[src/rtl/cell_pos_streamer.sv]
`default_nettype none
// ============================================================================
// Module   : cell_pos_streamer
// Brief    : Reads a particle count and then positions 1..count from a cell
//            memory with 2-cycle read latency, and streams them on valid/ready.
// Revision : 1.0 - initial release
// ============================================================================
module cell_pos_streamer #(
    parameter int DATA_WIDTH   = 96,
    parameter int PARTICLE_NUM = 220,
    parameter int ADDR_WIDTH   = 8,
    parameter int FIFO_DEPTH   = 4
) (
    input  logic                  clk,
    input  logic                  rst_n,
    input  logic                  start,
    output logic                  busy,
    output logic                  done,
    output logic [ADDR_WIDTH-1:0] mem_address,
    output logic                  mem_rden,
    output logic                  mem_wren,
    output logic [DATA_WIDTH-1:0] mem_data,
    input  logic [DATA_WIDTH-1:0] mem_q,
    output logic                  out_valid,
    input  logic                  out_ready,
    output logic [DATA_WIDTH-1:0] out_pos,
    output logic [ADDR_WIDTH-1:0] out_pid,
    output logic                  out_last,
    output logic [ADDR_WIDTH-1:0] particle_cnt
);

    localparam int                    PTR_W     = $clog2(FIFO_DEPTH);
    localparam int                    OCC_W     = $clog2(FIFO_DEPTH + 1);
    localparam logic [ADDR_WIDTH-1:0] MAX_CNT   = ADDR_WIDTH'(PARTICLE_NUM - 1);
    localparam logic [OCC_W:0]        DEPTH_SUM = (OCC_W + 1)'(FIFO_DEPTH);
    localparam logic [OCC_W-1:0]      DEPTH_OCC = OCC_W'(FIFO_DEPTH);
    localparam logic [PTR_W-1:0]      LAST_PTR  = PTR_W'(FIFO_DEPTH - 1);

    generate
        if (FIFO_DEPTH < 3) begin : g_depth_check
            $error("FIFO_DEPTH must be at least 3");
        end
    endgenerate

    typedef enum logic [2:0] {
        S_IDLE     = 3'd0,
        S_RD_CNT   = 3'd1,
        S_WAIT_CNT = 3'd2,
        S_STREAM   = 3'd3,
        S_DRAIN    = 3'd4,
        S_DONE     = 3'd5
    } state_t;

    state_t                state, next_state;
    logic                  wait_second;
    logic [ADDR_WIDTH-1:0] rd_ptr, cnt_reg, addr_hold;
    logic                  s1_valid, s2_valid;
    logic [ADDR_WIDTH-1:0] s1_pid, s2_pid;
    logic                  last_sent;

    logic [DATA_WIDTH-1:0] fifo_pos  [FIFO_DEPTH];
    logic [ADDR_WIDTH-1:0] fifo_pid  [FIFO_DEPTH];
    logic                  fifo_last [FIFO_DEPTH];
    logic [PTR_W-1:0]      wr_idx, rd_idx;
    logic [OCC_W-1:0]      occ;

    logic                  cnt_read, issue, push, pop;
    logic [ADDR_WIDTH-1:0] cnt_raw, cnt_clamped;
    logic [1:0]            inflight;
    logic [OCC_W:0]        credit_sum;
    logic                  credit_ok;

    assign cnt_raw     = mem_q[ADDR_WIDTH-1:0];
    assign cnt_clamped = (cnt_raw > MAX_CNT) ? MAX_CNT : cnt_raw;
    assign inflight    = {1'b0, s1_valid} + {1'b0, s2_valid};
    // Reads already in flight hold a FIFO slot in reserve, so the buffer cannot overflow.
    assign credit_sum  = (OCC_W + 1)'(occ) + (OCC_W + 1)'(inflight);
    assign credit_ok   = credit_sum < DEPTH_SUM;
    assign push        = s2_valid;
    assign pop         = out_valid && out_ready;

    always_comb begin
        next_state = state;
        cnt_read   = 1'b0;
        issue      = 1'b0;
        case (state)
            S_IDLE:     if (start) next_state = S_RD_CNT;
            S_RD_CNT: begin
                cnt_read   = 1'b1;
                next_state = S_WAIT_CNT;
            end
            S_WAIT_CNT: if (wait_second) next_state = (cnt_clamped == '0) ? S_DONE : S_STREAM;
            S_STREAM: begin
                if (credit_ok) begin
                    issue = 1'b1;
                    if (rd_ptr == cnt_reg) next_state = S_DRAIN;
                end
            end
            S_DRAIN:    if (inflight == 2'd0 && (last_sent || (pop && out_last))) next_state = S_DONE;
            S_DONE:     next_state = S_IDLE;
            default:    next_state = S_IDLE;
        endcase
    end

    assign mem_rden     = cnt_read | issue;
    assign mem_address  = cnt_read ? '0 : (issue ? rd_ptr : addr_hold);
    assign mem_wren     = 1'b0;
    assign mem_data     = '0;
    assign busy         = (state != S_IDLE);
    assign done         = (state == S_DONE);
    assign particle_cnt = cnt_reg;

    always_ff @(posedge clk or negedge rst_n) begin
        if (!rst_n) begin
            state       <= S_IDLE;
            wait_second <= 1'b0;
            rd_ptr      <= '0;
            cnt_reg     <= '0;
            addr_hold   <= '0;
            s1_valid    <= 1'b0;
            s2_valid    <= 1'b0;
            s1_pid      <= '0;
            s2_pid      <= '0;
            last_sent   <= 1'b0;
        end else begin
            state       <= next_state;
            wait_second <= (state == S_WAIT_CNT) ? ~wait_second : 1'b0;
            addr_hold   <= mem_address;
            s1_valid    <= issue;
            s1_pid      <= rd_ptr;
            s2_valid    <= s1_valid;
            s2_pid      <= s1_pid;
            if (state == S_WAIT_CNT && wait_second) begin
                cnt_reg <= cnt_clamped;
                rd_ptr  <= ADDR_WIDTH'(1);
            end else if (issue && rd_ptr != cnt_reg) begin
                rd_ptr  <= rd_ptr + 1'b1;
            end
            if (state == S_RD_CNT)    last_sent <= 1'b0;
            else if (pop && out_last) last_sent <= 1'b1;
        end
    end

    // First-word-fall-through buffer: head entry is presented whenever occupancy is non-zero.
    always_ff @(posedge clk or negedge rst_n) begin
        if (!rst_n) begin
            wr_idx <= '0;
            rd_idx <= '0;
            occ    <= '0;
        end else begin
            if (push) wr_idx <= (wr_idx == LAST_PTR) ? '0 : wr_idx + 1'b1;
            if (pop)  rd_idx <= (rd_idx == LAST_PTR) ? '0 : rd_idx + 1'b1;
            case ({push, pop})
                2'b10:   occ <= occ + 1'b1;
                2'b01:   occ <= occ - 1'b1;
                default: occ <= occ;
            endcase
        end
    end

    always_ff @(posedge clk) begin
        if (push) begin
            fifo_pos[wr_idx]  <= mem_q;
            fifo_pid[wr_idx]  <= s2_pid;
            fifo_last[wr_idx] <= (s2_pid == cnt_reg);
        end
    end

    assign out_valid = (occ != '0);
    assign out_pos   = out_valid ? fifo_pos[rd_idx]  : '0;
    assign out_pid   = out_valid ? fifo_pid[rd_idx]  : '0;
    assign out_last  = out_valid ? fifo_last[rd_idx] : 1'b0;

`ifndef SYNTHESIS
    always_ff @(posedge clk) begin
        if (rst_n) begin
            assert (!(push && !pop && occ == DEPTH_OCC))
                else $error("cell_pos_streamer: output buffer overflow");
        end
    end
`endif

endmodule
`default_nettype wire

[config.mk]
export PLATFORM = sky130hd
export DESIGN_NAME = cell_pos_streamer
export DESIGN_NICKNAME = d
export VERILOG_FILES = /design/src/rtl/cell_pos_streamer.sv
export SDC_FILE = /design/constraint.sdc
export NUM_CORES = 1
export LEC_CHECK = 0
export BUFFER_PORTS_ARGS = -buffer_cell sky130_fd_sc_hd__buf_2
export CORE_AREA = 2 2 224 226
export DETAILED_ROUTE_END_ITERATION = 7
export DIE_AREA = 0 0 226 228
export PLACE_DENSITY = 0.64
export SLEW_MARGIN = 20
export SYNTH_ARGS = -nofsm -noshare
export SYNTH_HDL_FRONTEND = slang
export SYNTH_SLANG_ARGS = --single-unit
[constraint.sdc]
create_clock -name clk -period 3.8 [get_ports clk]
set_input_delay 0.19 -clock clk [delete_from_list [all_inputs] [get_ports clk]]
set_output_delay 0.19 -clock clk [all_outputs]
set_load 0.01 [all_outputs]
# [Word-level counts from Yosys, hierarchy flattened]
# Memory sizes are Yosys's and may differ from the RTL's.
# Index checks and enable logic that the tools add are counted.
[classes] n_addsub=7 n_lt_le_gt_ge=2 eq_ne=17 muxes=26 bitwise_logic=2 n_reduce_logical=15
[op_table] cell="2-to-1 mux 96 bit" count=1
[op_table] cell="2-to-1 mux 8 bit" count=6
[op_table] cell="2-to-1 mux 3 bit" count=6
[op_table] cell="equality test 8 bit" count=2
[op_table] cell="one-hot mux 3 bit (5 select lines)" count=1
[op_table] cell="inequality test 2 bit (second input constant)" count=5
[op_table] cell="2-to-1 mux 1 bit" count=9
[op_table] cell="adder 8 x 1 -> 8 bit (second input constant)" count=1
[op_table] cell="greater-than comparator 8 bit (second input constant)" count=1
[op_table] cell="logical NOT 8 bit" count=1
[op_table] cell="inequality test 8 bit" count=1
[op_table] cell="equality test 2 bit (second input constant)" count=3
[op_table] cell="equality test 3 x 2 -> 1 bit (second input constant)" count=2
[op_table] cell="equality test 3 bit (second input constant)" count=2
[op_table] cell="one-hot mux 3 bit (2 select lines)" count=1
[op_table] cell="nonzero test 2 bit" count=3
[op_table] cell="nonzero test 3 bit" count=2
[op_table] cell="logical AND 1 bit" count=5
[op_table] cell="AND reduction 5 bit" count=1
[op_table] cell="adder 2 x 1 -> 2 bit (second input constant)" count=2
[op_table] cell="adder 3 x 2 -> 4 bit" count=1
[op_table] cell="< comparator 4 x 3 -> 1 bit (second input constant)" count=1
[op_table] cell="2-to-1 mux 2 bit" count=2
[op_table] cell="adder 3 x 1 -> 3 bit (second input constant)" count=1
[op_table] cell="other kinds (9)" count=9
[totals] regBits=54 ramBits=420 in_bits=100 out_inout_bits=222 word_cells=85 mem_count=3
[memory_table] name="fifo_pos" words=4 word_bits=96 read_ports=1 rd_clocked_by_memory_dff=0 write_ports=1 line="61" text="logic [DATA_WIDTH-1:0] fifo_pos [FIFO_DEPTH];"
[memory_table] name="fifo_pid" words=4 word_bits=8 read_ports=1 rd_clocked_by_memory_dff=0 write_ports=1 line="62" text="logic [ADDR_WIDTH-1:0] fifo_pid [FIFO_DEPTH];"
[memory_table] name="fifo_last" words=4 word_bits=1 read_ports=1 rd_clocked_by_memory_dff=0 write_ports=1 line="63" text="logic fifo_last [FIFO_DEPTH];"

# [Depth between registers and ports, before layout]
[logic_depth] depth_word=8 ltp_mapped=10 depth_no_buf=9

# [Worst setup path before layout]
# No wires, ideal clock.
[synth_timing] path_type="register to register" start="register wr_idx[0]" end="memory fifo_last[0], enable pin" setup_time_ns=0.476 arrival_ns=3.043 required_time_ns=3.324 slack_ns=0.282 path_stages_with_launch=4 path_buffers=0 period_less_slack_ns=3.518 path_cell_list="dfrtp_1 > inv_1 > ha_1 > and2_1"
[synth_lines] element="start: declaration" line="64" text="logic [PTR_W-1:0] wr_idx, rd_idx;"
[synth_lines] element="start signal: assignment" line="151" text="if (push) wr_idx <= (wr_idx == LAST_PTR) ? '0 : wr_idx + 1'b1;"
[synth_lines] element="end: declaration" line="63"
# Straight into the memory's write port.

# [Worst setup path in the final report]
[layout_timing] start="register s2_valid (netlist: push)" end="output mem_rden"
[layout_via] elab_chain_cells=6
[layout_rtl] element="start: declaration" line="57" text="logic s1_valid, s2_valid;"
[layout_rtl] element="start signal: assignment" line="131" text="s2_valid <= s1_valid;"
[layout_rtl] element="adder 1 x 1 -> 2 bit" line="75" text="assign inflight = {1'b0, s1_valid} + {1'b0, s2_valid};"
[layout_rtl] element="adder 3 x 2 -> 4 bit" line="77" text="assign credit_sum = (OCC_W + 1)'(occ) + (OCC_W + 1)'(inflight);"
[layout_rtl] element="< comparator 4 x 3 -> 1 bit" line="78" text="assign credit_ok = credit_sum < DEPTH_SUM;"
[layout_rtl] element="2-to-1 mux 1 bit" line="94" text="if (credit_ok) begin"
[layout_rtl] element="2-to-1 mux 1 bit" line="86" text="case (state)"
[layout_rtl] element="net issue" line="67" text="logic cnt_read, issue, push, pop;"
[layout_rtl] element="bitwise OR 1 bit" line="105" text="assign mem_rden = cnt_read | issue;"
[layout_rtl] element="end: declaration" line="20" text="output logic mem_rden,"
# The timed path passes the listed nets, and every way through them passes these cells.

==> results.toml <==
[run_status]
status = "complete, no violations"

[final_layout]
final_common_cell = "edfxtp_1"
syn2layout_area_growth_pct = 22.67
drive_above_1_share_pct = 31.33
antenna_cells = 0
postLayoutCellArea_um2 = 23240
final_nets = 1454
most-common-layout-cells = "edfxtp_1 (420), buf_2 (224), and2_1 (106)"

[route]
drt_iter0_drc = 473
wl_mm = 38.82
drt-wirelength-per-cell_um = 18.90
via_per_inst = 4.719
ant_nets = 0
drc = 0
drt_first_pass_iters = 7
vias = 9693

[clock_network]
post-cts-setup-buffers = 0
cts_buffers = 50
tritoncts = "built"
clk_pin_slew_worst_paths_ns = 0.06
cts_max_level = 2
clockBufferDepth = 3
insertion_delay_ns = 0.58
cts_resized = 0
ctsRootBufferMaster = "clkbuf_16"
clock-sinks = 474

[pwr]
leakagePower_nw = 8.444
max-vdd-ir-drop_mv = 0.4457
combPwrFrac_pct = 33.0
finalPower_mw = 18.48
p_seq_share_pct = 40.7
p_clk_share_pct = 26.4
p_switching_mw = 5.723
p_int_mw = 12.76
power.share.switching_pct = 30.96
power_density_nw_per_um2 = 795.3

[floorplanning]
rows = 82
start_util_pct = 38.39
die_y_um = 228
core_um2 = 49350
die_x_um = 226
ios = 322
die_area_um2 = 51530

[worst_setup_path]
arrival_ns = 3.19
worst-path-buf-inv = 2
cp_top_family = "simple AND/OR/NAND/NOR gates"
crit_type = "register to output pin"
cpMaxStageDelayCell = "nand4_1"
startpoint_type = "register"
path_common_cell = "ha_1"
slowest_delay_ns = 0.51
path_max_fanout = 14
required_ns = 3.61
crit_chain = "ha_1 > ha_1 > nand3_1 > nand4_1 > clkinv_1 > or2_2 > buf_2"
end_kind = "output pin"

[place]
routabilityCongestion = 0.7829
dp_hpwl_mm = 22.63
pre_cts_slack_ns = 1.084
place_area_um2 = 20590
io_buffer_count = 224

[timing]
slew_headroom_pct = 40.76
setup_viol = 0
hold_viol = 0
clock.fmax_mhz = 296.0
setup_ws_ns = 0.4219
fin_crit_ns = 3.378
worst_pin_slew_ns = 0.8885
fin_crit_sh_pct = 88.90
tns_ns = 0
rsz0062_at_grt = "no"
drv_slew = 0
hold_ws_ns = 0.1445
finClkSkew_ns = 0.01411

[global_routing]
overflow = 0
grt_pass1_wl_mm = 59.53
grt_pass1_vias = 10318
grt_usage_pct = 15.19
antenna_found_initial = 2
grt_max_degree = 78

[synth]
yosys.area.top_type = "edfxtp_1"
synth_edf_count = 420
ys_ff_latch = 474
synth.distinct_cells = 40
syn_inst = 992
syn-cell-area_um2 = 18940
ys_async_sr_fraction_pct = 11.39
synth_top_area_share_pct = 66.57
yosysWarnings = 0
syn_area_per_cell_um2 = 19.10
synth_ff_type = "edfxtp_1"
yosysSeqAreaShare_pct = 73.71
synth_area_leaders = "edfxtp_1 (67%), mux4_2 (12%), dfrtp_1 (7.1%)"

[min_path]
hold_class = "primary input to register"

[flow_run]
drv_cap = 0
## logic make-up after synthesis
family	count (synthesis)	share of synthesized area (%)
compound gates	36	1.156
xor+xnor	20	0.9246
fa+ha+maj	11	0.7661
buf+inv	149	5.026
flops	474	73.71
mux	110	12.75
other cells	1	0.01979
simple gates	191	5.647
## through the flow
| step | std cells | utilization [%] |
|---|---|---|
| after floorplan | 1088 | - |
| after global placement | 1865 | 41.73 |
| after detailed placement | 1865 | 41.73 |
| after CTS | 2054 | 47.08 |
| after global routing | 2054 | 47.09 |
| final | 2054 | 47.09 |
## cell type report
type / instances / area (um^2)
Tap cell: 672 / 840.8
Clock inverter: 29 / 314.1
Sequential cell: 474 / 13970
Clock buffer: 62 / 1348
Multi-Input combinational cell: 465 / 4409
Fill cell: 4188 / 26110
Inverter: 12 / 45.04
Timing Repair Buffer: 340 / 2312
## path summary, 6_finish.rpt
check                                    start                    end  cells after the start  slack (ns)
max reg2reg                     push$_DFF_PN0_  rd_ptr[3]$_DFFE_PN0P_                      7        1.14
min reg2reg                s1_pid[2]$_DFF_PN0_    s2_pid[2]$_DFF_PN0_                      0        0.35
min                                      start   state[0]$_DFFE_PN0P_                      4        0.14
max in group asynchronous                rst_n    s1_pid[1]$_DFF_PN0_                      3        2.84
min in group asynchronous                rst_n   state[0]$_DFFE_PN0P_                      2        0.17
max                             push$_DFF_PN0_               mem_rden                      7        0.42
## timing repair
item                                    in CTS  in global routing
endpoints found under the setup margin       0                  0
endpoints found under the hold margin      419                  0
hold buffers                                98                  0
## power groups by stage
stage	logic, mW	registers, mW	clock network [mW]
finish	6.09	7.51	4.88
global route	6.66	7.64	5.23
CTS	6.27	7.53	5.03
detailed placement	6.16	7.63	0
global placement	6.13	7.57	0
floorplan	3.98	7.56	0
## layer usage
layer	vias up	global-route usage (%)	wire, um
met5	-	0	30
met4	4	4.180	868
met3	70	3.684	2076
met2	232	25.84	19420
met1	5024	19.39	16430
li1	4363	-	-
## worst register-to-register path: stages, from the launching register on
cell and delay (ns):
dfrtp_1 0.47, ha_1 0.24, ha_1 0.27, nand3_1 0.13
nand4_1 0.53, a21oi_1 0.56, nand4_1 0.18, mux2i_1 0.15
## registers in the layout (all words and copies together) (netlist names)
name          cells
fifo_pos        384
s1_pid            8
rd_idx            2
wr_idx            2
push              1
fifo_last         4
rd_ptr            8
fifo_pid         32
s1_valid          1
state             3
particle_cnt      8
addr_hold         8
occ               3
wait_second       1
last_sent         1
s2_pid            8
## cells in the mapped netlist (all sizes together), types with 2 or more instances
cell type and n:
edfxtp 420, ha 10, o22a 4, nand3 5, dfrtp 54, xnor2 10
mux4 105, or3 5, mux2i 4, clkbuf 24, nand4 4, a21o 2
o21ai 8, xor2 10, nor4 5, a211oi 2, buf 113, a21oi 14
inv 11, nand2 42, nor2 7, nor3 7, a31oi 3, and2 110
Power figures use the tool's default switching activity.
